--- config.mk ---
export PLATFORM = sky130hd
export DESIGN_NAME = fpu_round
export DESIGN_NICKNAME = d
export VERILOG_FILES = /design/src/rtl/fpu_pkg.sv /design/src/rtl/fpu_round_inc.sv /design/src/rtl/fpu_round.sv
export SDC_FILE = /design/constraint.sdc
export NUM_CORES = 1
export LEC_CHECK = 0
export ABC_CLOCK_PERIOD_IN_PS = 2950
export CORE_ASPECT_RATIO = 0.5
export CORE_MARGIN = 10
export CORE_UTILIZATION = 32
export DETAILED_ROUTE_END_ITERATION = 16
export REMOVE_ABC_BUFFERS = 1
export SYNTH_ARGS = -nofsm -noshare
export SYNTH_HDL_FRONTEND = slang
export SYNTH_SLANG_ARGS = --single-unit
--- constraint.sdc ---
create_clock -name fpu_clk -period 2.95 [get_ports fpu_clk]
set_input_delay 0.59 -clock fpu_clk [delete_from_list [all_inputs] [get_ports fpu_clk]]
set_output_delay 0.59 -clock fpu_clk [all_outputs]
set_load 0.005 [all_outputs]
--- src/rtl/fpu_pkg.sv ---
`default_nettype none
// +----------------------------------------------------------------------+
// | Module  : fpu_pkg                                                    |
// | Brief   : Shared types and constants for the FPU rounding path:      |
// |           rounding-mode enum, rounder FSM states, exponent limits    |
// |           and the raw-mode decoder.                                  |
// | Rev     : 1.0  initial release                                       |
// +----------------------------------------------------------------------+
package fpu_pkg;

  typedef enum logic [2:0] {
    RNE = 3'b000,
    RTZ = 3'b001,
    RDN = 3'b010,
    RUP = 3'b011,
    RMM = 3'b100
  } rmode_e;

  typedef enum logic [1:0] {
    IDLE  = 2'd0,
    ROUND = 2'd1,
    NORM  = 2'd2,
    DONE  = 2'd3
  } fround_state_e;

  localparam logic [7:0] EXP_MAX    = 8'hFF;
  localparam logic [7:0] EXP_MAXFIN = 8'hFE;

  // Unused encodings 101..111 fall back to round-to-nearest-even.
  function automatic rmode_e decode_rmode(input logic [2:0] raw);
    rmode_e m;
    case (raw)
      3'b000:  m = RNE;
      3'b001:  m = RTZ;
      3'b010:  m = RDN;
      3'b011:  m = RUP;
      3'b100:  m = RMM;
      default: m = RNE;
    endcase
    return m;
  endfunction

endpackage
`default_nettype wire

--- src/rtl/fpu_round_inc.sv ---
`default_nettype none
// +----------------------------------------------------------------------+
// | Module  : fpu_round_inc                                              |
// | Brief   : Combinational round-increment decision from rounding mode, |
// |           sign, result LSB and guard/round/sticky bits. Shared by    |
// |           any FPU datapath that needs IEEE-754 rounding.             |
// | Rev     : 1.0  initial release                                       |
// +----------------------------------------------------------------------+
module fpu_round_inc
  import fpu_pkg::*;
(
  input  logic [2:0] rmode_i,
  input  logic       sign_i,
  input  logic       lsb_i,
  input  logic       guard_i,
  input  logic       round_i,
  input  logic       sticky_i,
  output logic       inc_o
);

  logic any_lost;
  assign any_lost = guard_i | round_i | sticky_i;

  // Decide whether the magnitude must be bumped by one ULP.
  always_comb begin
    inc_o = 1'b0;
    case (decode_rmode(rmode_i))
      RNE:     inc_o = guard_i & (round_i | sticky_i | lsb_i);
      RTZ:     inc_o = 1'b0;
      RDN:     inc_o = sign_i & any_lost;
      RUP:     inc_o = ~sign_i & any_lost;
      RMM:     inc_o = guard_i;
      default: inc_o = guard_i & (round_i | sticky_i | lsb_i);
    endcase
  end

endmodule
`default_nettype wire

--- src/rtl/fpu_round.sv ---
`default_nettype none
// +----------------------------------------------------------------------+
// | Module  : fpu_round                                                  |
// | Brief   : Rounding / packing stage after fadd_sub. Applies the       |
// |           rounding mode, propagates fraction carry into the          |
// |           exponent, saturates on overflow and packs the single-      |
// |           precision word with inexact/overflow flags. Level-enable / |
// |           ready handshake, four-state FSM (IDLE/ROUND/NORM/DONE).    |
// | Option  : FPU_ROUND_STICKY_FLAGS_EN adds an accumulating flag        |
// |           register with fround_flag_clr_i / fround_flags_o.          |
// | Rev     : 1.0  initial release                                       |
// +----------------------------------------------------------------------+
module fpu_round
  import fpu_pkg::*;
#(
  parameter int OPERAND_WIDTH  = 32,
  parameter int EXPONENT_WIDTH = 8,
  parameter int FRACTION_WIDTH = 23
) (
  input  logic                      fpu_clk,
  input  logic                      fpu_rst_n,
  input  logic                      fround_en_i,
  input  logic [2:0]                fround_rmode_i,
  input  logic                      fround_sign_i,
  input  logic [EXPONENT_WIDTH-1:0] fround_exp_i,
  input  logic [FRACTION_WIDTH-1:0] fround_frac_i,
  input  logic [2:0]                fround_grs_i,
  output logic [OPERAND_WIDTH-1:0]  fround_result_o,
  output logic                      fround_inexact_o,
  output logic                      fround_overflow_o,
  output logic                      fround_ready_o
`ifdef FPU_ROUND_STICKY_FLAGS_EN
  ,
  input  logic                      fround_flag_clr_i,
  output logic [1:0]                fround_flags_o
`endif
);

  localparam int SUM_WIDTH = EXPONENT_WIDTH + FRACTION_WIDTH;
  localparam logic [EXPONENT_WIDTH-1:0] EXP_ALL1   = EXPONENT_WIDTH'(EXP_MAX);
  localparam logic [EXPONENT_WIDTH-1:0] EXP_FINMAX = EXPONENT_WIDTH'(EXP_MAXFIN);

  fround_state_e state_q, state_d;

  logic [2:0]                rmode_q;
  logic                      sign_q;
  logic [EXPONENT_WIDTH-1:0] exp_q;
  logic [FRACTION_WIDTH-1:0] frac_q;
  logic [2:0]                grs_q;
  logic [SUM_WIDTH-1:0]      sum_q, sum_d;
  logic [OPERAND_WIDTH-1:0]  result_q, result_d;
  logic                      inexact_q, inexact_d;
  logic                      overflow_q, overflow_d;
  logic                      ready_q;

  logic                      special;
  logic                      inc_raw;
  logic                      inc_eff;
  logic [EXPONENT_WIDTH-1:0] sum_exp;
  logic [OPERAND_WIDTH-1:0]  inf_word;
  logic [OPERAND_WIDTH-1:0]  max_word;

  // Increment decision on the captured operand.
  fpu_round_inc u_inc (
    .rmode_i  (rmode_q),
    .sign_i   (sign_q),
    .lsb_i    (frac_q[0]),
    .guard_i  (grs_q[2]),
    .round_i  (grs_q[1]),
    .sticky_i (grs_q[0]),
    .inc_o    (inc_raw)
  );

  // Inf/NaN inputs bypass rounding entirely.
  assign special = (exp_q == EXP_ALL1);
  assign inc_eff = inc_raw & ~special;

  // Exponent and fraction are summed as one word so that an all-ones
  // fraction carries straight into the exponent (incl. denormal -> exp 1).
  assign sum_d   = {exp_q, frac_q} + SUM_WIDTH'(inc_eff);
  assign sum_exp = sum_q[SUM_WIDTH-1 -: EXPONENT_WIDTH];

  assign inf_word = {sign_q, EXP_ALL1, {FRACTION_WIDTH{1'b0}}};
  assign max_word = {sign_q, EXP_FINMAX, {FRACTION_WIDTH{1'b1}}};

  // Overflow detection and final word selection from the rounded sum.
  always_comb begin
    result_d   = {sign_q, sum_q};
    overflow_d = 1'b0;
    inexact_d  = |grs_q;
    if (special) begin
      result_d   = {sign_q, exp_q, frac_q};
      overflow_d = 1'b0;
      inexact_d  = 1'b0;
    end else if (sum_exp == EXP_ALL1) begin
      overflow_d = 1'b1;
      inexact_d  = 1'b1;
      case (decode_rmode(rmode_q))
        RNE:     result_d = inf_word;
        RMM:     result_d = inf_word;
        RTZ:     result_d = max_word;
        RDN:     result_d = sign_q ? inf_word : max_word;
        RUP:     result_d = sign_q ? max_word : inf_word;
        default: result_d = inf_word;
      endcase
    end
  end

  // Next-state logic for the handshake sequencer.
  always_comb begin
    state_d = state_q;
    case (state_q)
      IDLE:    if (fround_en_i) state_d = ROUND;
      ROUND:   state_d = NORM;
      NORM:    state_d = DONE;
      DONE:    if (!fround_en_i) state_d = IDLE;
      default: state_d = IDLE;
    endcase
  end

  // State register.
  always_ff @(posedge fpu_clk or negedge fpu_rst_n) begin
    if (!fpu_rst_n) state_q <= IDLE;
    else            state_q <= state_d;
  end

  // Operand capture (IDLE only), rounded sum (ROUND), registered outputs (NORM).
  always_ff @(posedge fpu_clk or negedge fpu_rst_n) begin
    if (!fpu_rst_n) begin
      rmode_q    <= '0;
      sign_q     <= 1'b0;
      exp_q      <= '0;
      frac_q     <= '0;
      grs_q      <= '0;
      sum_q      <= '0;
      result_q   <= '0;
      inexact_q  <= 1'b0;
      overflow_q <= 1'b0;
      ready_q    <= 1'b0;
    end else begin
      if (state_q == IDLE && fround_en_i) begin
        rmode_q <= fround_rmode_i;
        sign_q  <= fround_sign_i;
        exp_q   <= fround_exp_i;
        frac_q  <= fround_frac_i;
        grs_q   <= fround_grs_i;
      end
      if (state_q == ROUND) sum_q <= sum_d;
      if (state_q == NORM) begin
        result_q   <= result_d;
        inexact_q  <= inexact_d;
        overflow_q <= overflow_d;
      end
      ready_q <= (state_d == DONE);
    end
  end

  assign fround_result_o   = result_q;
  assign fround_inexact_o  = inexact_q;
  assign fround_overflow_o = overflow_q;
  assign fround_ready_o    = ready_q;

`ifdef FPU_ROUND_STICKY_FLAGS_EN
  logic [1:0] flags_q, flags_d;

  // Clear first, then OR in the new result so a same-cycle set survives.
  always_comb begin
    flags_d = fround_flag_clr_i ? 2'b00 : flags_q;
    if (state_q == NORM) flags_d = flags_d | {overflow_d, inexact_d};
  end

  // Sticky flag register.
  always_ff @(posedge fpu_clk or negedge fpu_rst_n) begin
    if (!fpu_rst_n) flags_q <= 2'b00;
    else            flags_q <= flags_d;
  end

  assign fround_flags_o = flags_q;
`endif

endmodule
`default_nettype wire
==> impl_metrics.json <==
{
  "status": "complete, no violations",
  "cts-buffers-inserted": 9,
  "grt_overflow": 0,
  "path_class": "reg -> reg",
  "ios": 76,
  "wl_per_cell_um": 17.4,
  "clk_path_buf_depth": 2,
  "cts_max_level": 3,
  "grtUsageTotal_pct": 12.6,
  "antenna_found_initial": 0,
  "nets": 613,
  "grt_max_degree": 53,
  "cts.reportedPaths.clkPinSlew_ps": 70,
  "totalWireLength_um": 13400,
  "worstPathRequired_ps": 3210,
  "gp_congestion": 0.800,
  "finalSetupViolations": 0,
  "whs_ps": 162,
  "drive_above_1_share_pct": 16.2,
  "vias": 4057,
  "cts_hold_buf": 0,
  "ir_drop_v": 0.000459,
  "crit_slowest_cell": "or4_4",
  "synth-edff-count": 0,
  "grt_pass1_vias": 3989,
  "fmax_ghz": 0.353,
  "met2RoutedLength_um": 6330,
  "crit_chain": "inv_2, nor2_2, ha_1, nor3b_2, o21ai_1, nor2_1, ha_2, nand2_4, or4_4, or4_1, a31oi_1",
  "hold_class": "in -> async",
  "drtIter0Drc": 303,
  "highest-signal-layer": "met4",
  "critPathCaptureType": "flip-flop",
  "period_share_pct": 96.1,
  "synthFlopType": "dfrtp_1",
  "final-max-slew-violation-count": 0,
  "die_h_um": 108,
  "chipWidth_um": 196,
  "core_area_mm2": 0.0148,
  "synth_cells": 490,
  "maxCapViolations": 0,
  "rsz0062_at_grt": "true",
  "cts_tree": "built",
  "worstPathArrival_ps": 3100,
  "start_kind": "flip-flop",
  "dieArea_mm2": 0.0211,
  "met1Wirelength_um": 6270,
  "fin_area_mm2": 0.00639,
  "grt_pass1_wl_um": 21800,
  "syn_area_mm2": 0.00495,
  "critPathMaxFanout": 8,
  "portBuffers": 75,
  "power_leakage_nw": 2.53,
  "yosys-top-cells-area": "dfrtp_1 54%, mux2_2 7.3%, nor2_1 4.7%",
  "place_area_mm2": 0.00599,
  "synth_cell_type_count": 42,
  "hold_violations": 0,
  "hpwl_um": 9300,
  "async_flop_share_pct": 100,
  "start_util_pct": 33.5,
  "fill_cells": 1419,
  "via_per_inst": 5.26,
  "root_buffer": "clkbuf_16",
  "wl_met3_um": 715,
  "syn_to_final_growth_pct": 29.1,
  "slowest_delay_ps": 580,
  "critical_path_buf_inv_count": 1,
  "slew_headroom_pct": 26.8,
  "synth_top_cell_area_share_pct": 53.6,
  "synth.yosys.warnings": 0,
  "clock_sinks": 106,
  "drc": 0,
  "fp-row-count": 31,
  "yosysTopAreaCell": "dfrtp_1",
  "clk-insertion-delay-late_ps": 350,
  "ys_seq_area_share_pct": 53.6,
  "dr.pass1.iters": 4,
  "synth.avg_cell_area_um2": 10.1,
  "critPathTopFamily": "simple AND/OR/NAND/NOR gates",
  "ant_nets": 0,
  "period_minus_slack_ps": 2830,
  "n_antenna_cell": 0,
  "tightest_slew_ps": 1100,
  "ys_ff_latch": 106,
  "clock_skew_ps": 6.71,
  "power.density_mw_per_mm2": 1070
}
Yosys cell counts, drive strengths merged (2+ instances only):
cell,instances
inv,8
buf,5
a221oi,15
mux2,32
and3,3
nand4,12
nand2,61
o22a,8
a31oi,18
or4,16
ha,3
xnor2,8
nand3,14
nor3,12
xor2,4
dfrtp,106
clkbuf,28
nor3b,2
nand2b,3
o21ai,24
nor4,2
or2,2
a211oi,9
nor2b,2
or3,4
nor2,62
o31ai,14
and4,4
final cells by class:
cell class | count | area [um^2] | area share [%]
clock buffer | 13 | 280 | 4.39
clock inverter | 3 | 21.3 | 0.333
inverter | 8 | 30.0 | 0.470
multi-input combinational | 344 | 2200 | 34.5
sequential | 106 | 2650 | 41.5
tap | 198 | 248 | 3.88
timing repair buffer | 100 | 952 | 14.9
logic make-up (layout without fill, tap and decap cells):
kind of cell / Yosys count / in the layout / share of synthesized area (%)
AND/OR/NAND/NOR: 201 / 202 / 19.5
multiplexers: 32 / 32 / 7.29
XOR/XNOR: 12 / 12 / 2.12
adder cells (fa/ha/maj): 4 / 4 / 0.961
flip-flops: 106 / 106 / 53.6
buffers and inverters: 41 / 124 / 3.31
AO/OA/AOI/OAI: 94 / 94 / 13.2
through the flow:
step	std cells	power [mW]	worst slack [ps]	TNS, ps	utilization (%)
6_report	772	6.86	115	0	43.2
4_1_cts	766	6.83	13.8	0	42.5
5_1_grt	772	7.40	-49.9	-210	43.2
2_1_floorplan	457	4.31	-1150	-48910	-
3_3_place_gp	750	5.56	83.1	0	40.5
3_5_place_dp	750	5.62	43.2	0	40.5
final timing paths:
| kind | start | endpoint | slack [ps] | cells past startpoint |
|---|---|---|---|---|
| max in group asynchronous | fpu_rst_n | sum_q[7] | 2090 | 2 |
| worst min register to register | sum_q[1] | sum_q[1] | 480 | 2 |
| worst max register to register | rmode_q[0] | sum_q[25] | 120 | 11 |
| worst max-delay path | rmode_q[0] | sum_q[25] | 120 | 11 |
| worst min-delay path | fpu_rst_n | frac_q[21] | 160 | 1 |
| min in group fpu_clk | sum_q[1] | sum_q[1] | 480 | 2 |
timing repair:
action                                  4_1_cts  5_1_grt
endpoints found under the setup margin        0       15
setup buffers                                 0        5
gates resized for setup                       0       15
per-layer routing:
layer | global-route usage (%) | vias to the layer above
li1 | - | 1935
met1 | 16.6 | 2032
met2 | 20.2 | 79
met3 | 3.26 | 11
met4 | 3.14 | 0
met5 | 0 | -
sequential cells by signal, indices dropped and copies added (netlist names):
name	flops
fround_inexact_o	1
fround_result_o	32
fround_ready_o	1
fround_overflow_o	1
sum_q	31
exp_q	8
grs_q	3
frac_q	23
rmode_q	3
state_q	2
sign_q	1
placed cells by master (no fill, tap or decap), types with 13 or more instances in the layout:
cell | netlist | layout
buf_4 | 0 | 24
nand3_1 | 13 | 13
dfrtp_1 | 106 | 106
nand2_1 | 61 | 60
clkdlybuf4s50_1 | 0 | 74
mux2_2 | 32 | 32
a221oi_1 | 15 | 15
nor2_1 | 62 | 60
or4_1 | 15 | 13
o21ai_0 | 23 | 22
a31oi_1 | 18 | 18
o31ai_1 | 14 | 14
power breakdown:
| group | switching [mW] | leakage (nW) | internal, mW | total (mW) |
|---|---|---|---|---|
| Combinational | 1.31 | 1.15 | 1.43 | 2.74 |
| Sequential | 0.721 | 1.23 | 2.19 | 2.92 |
| Clock | 0.533 | 0.148 | 0.666 | 1.20 |
| Total | 2.57 | 2.53 | 4.29 | 6.86 |
(Power assumes the default switching activity.)
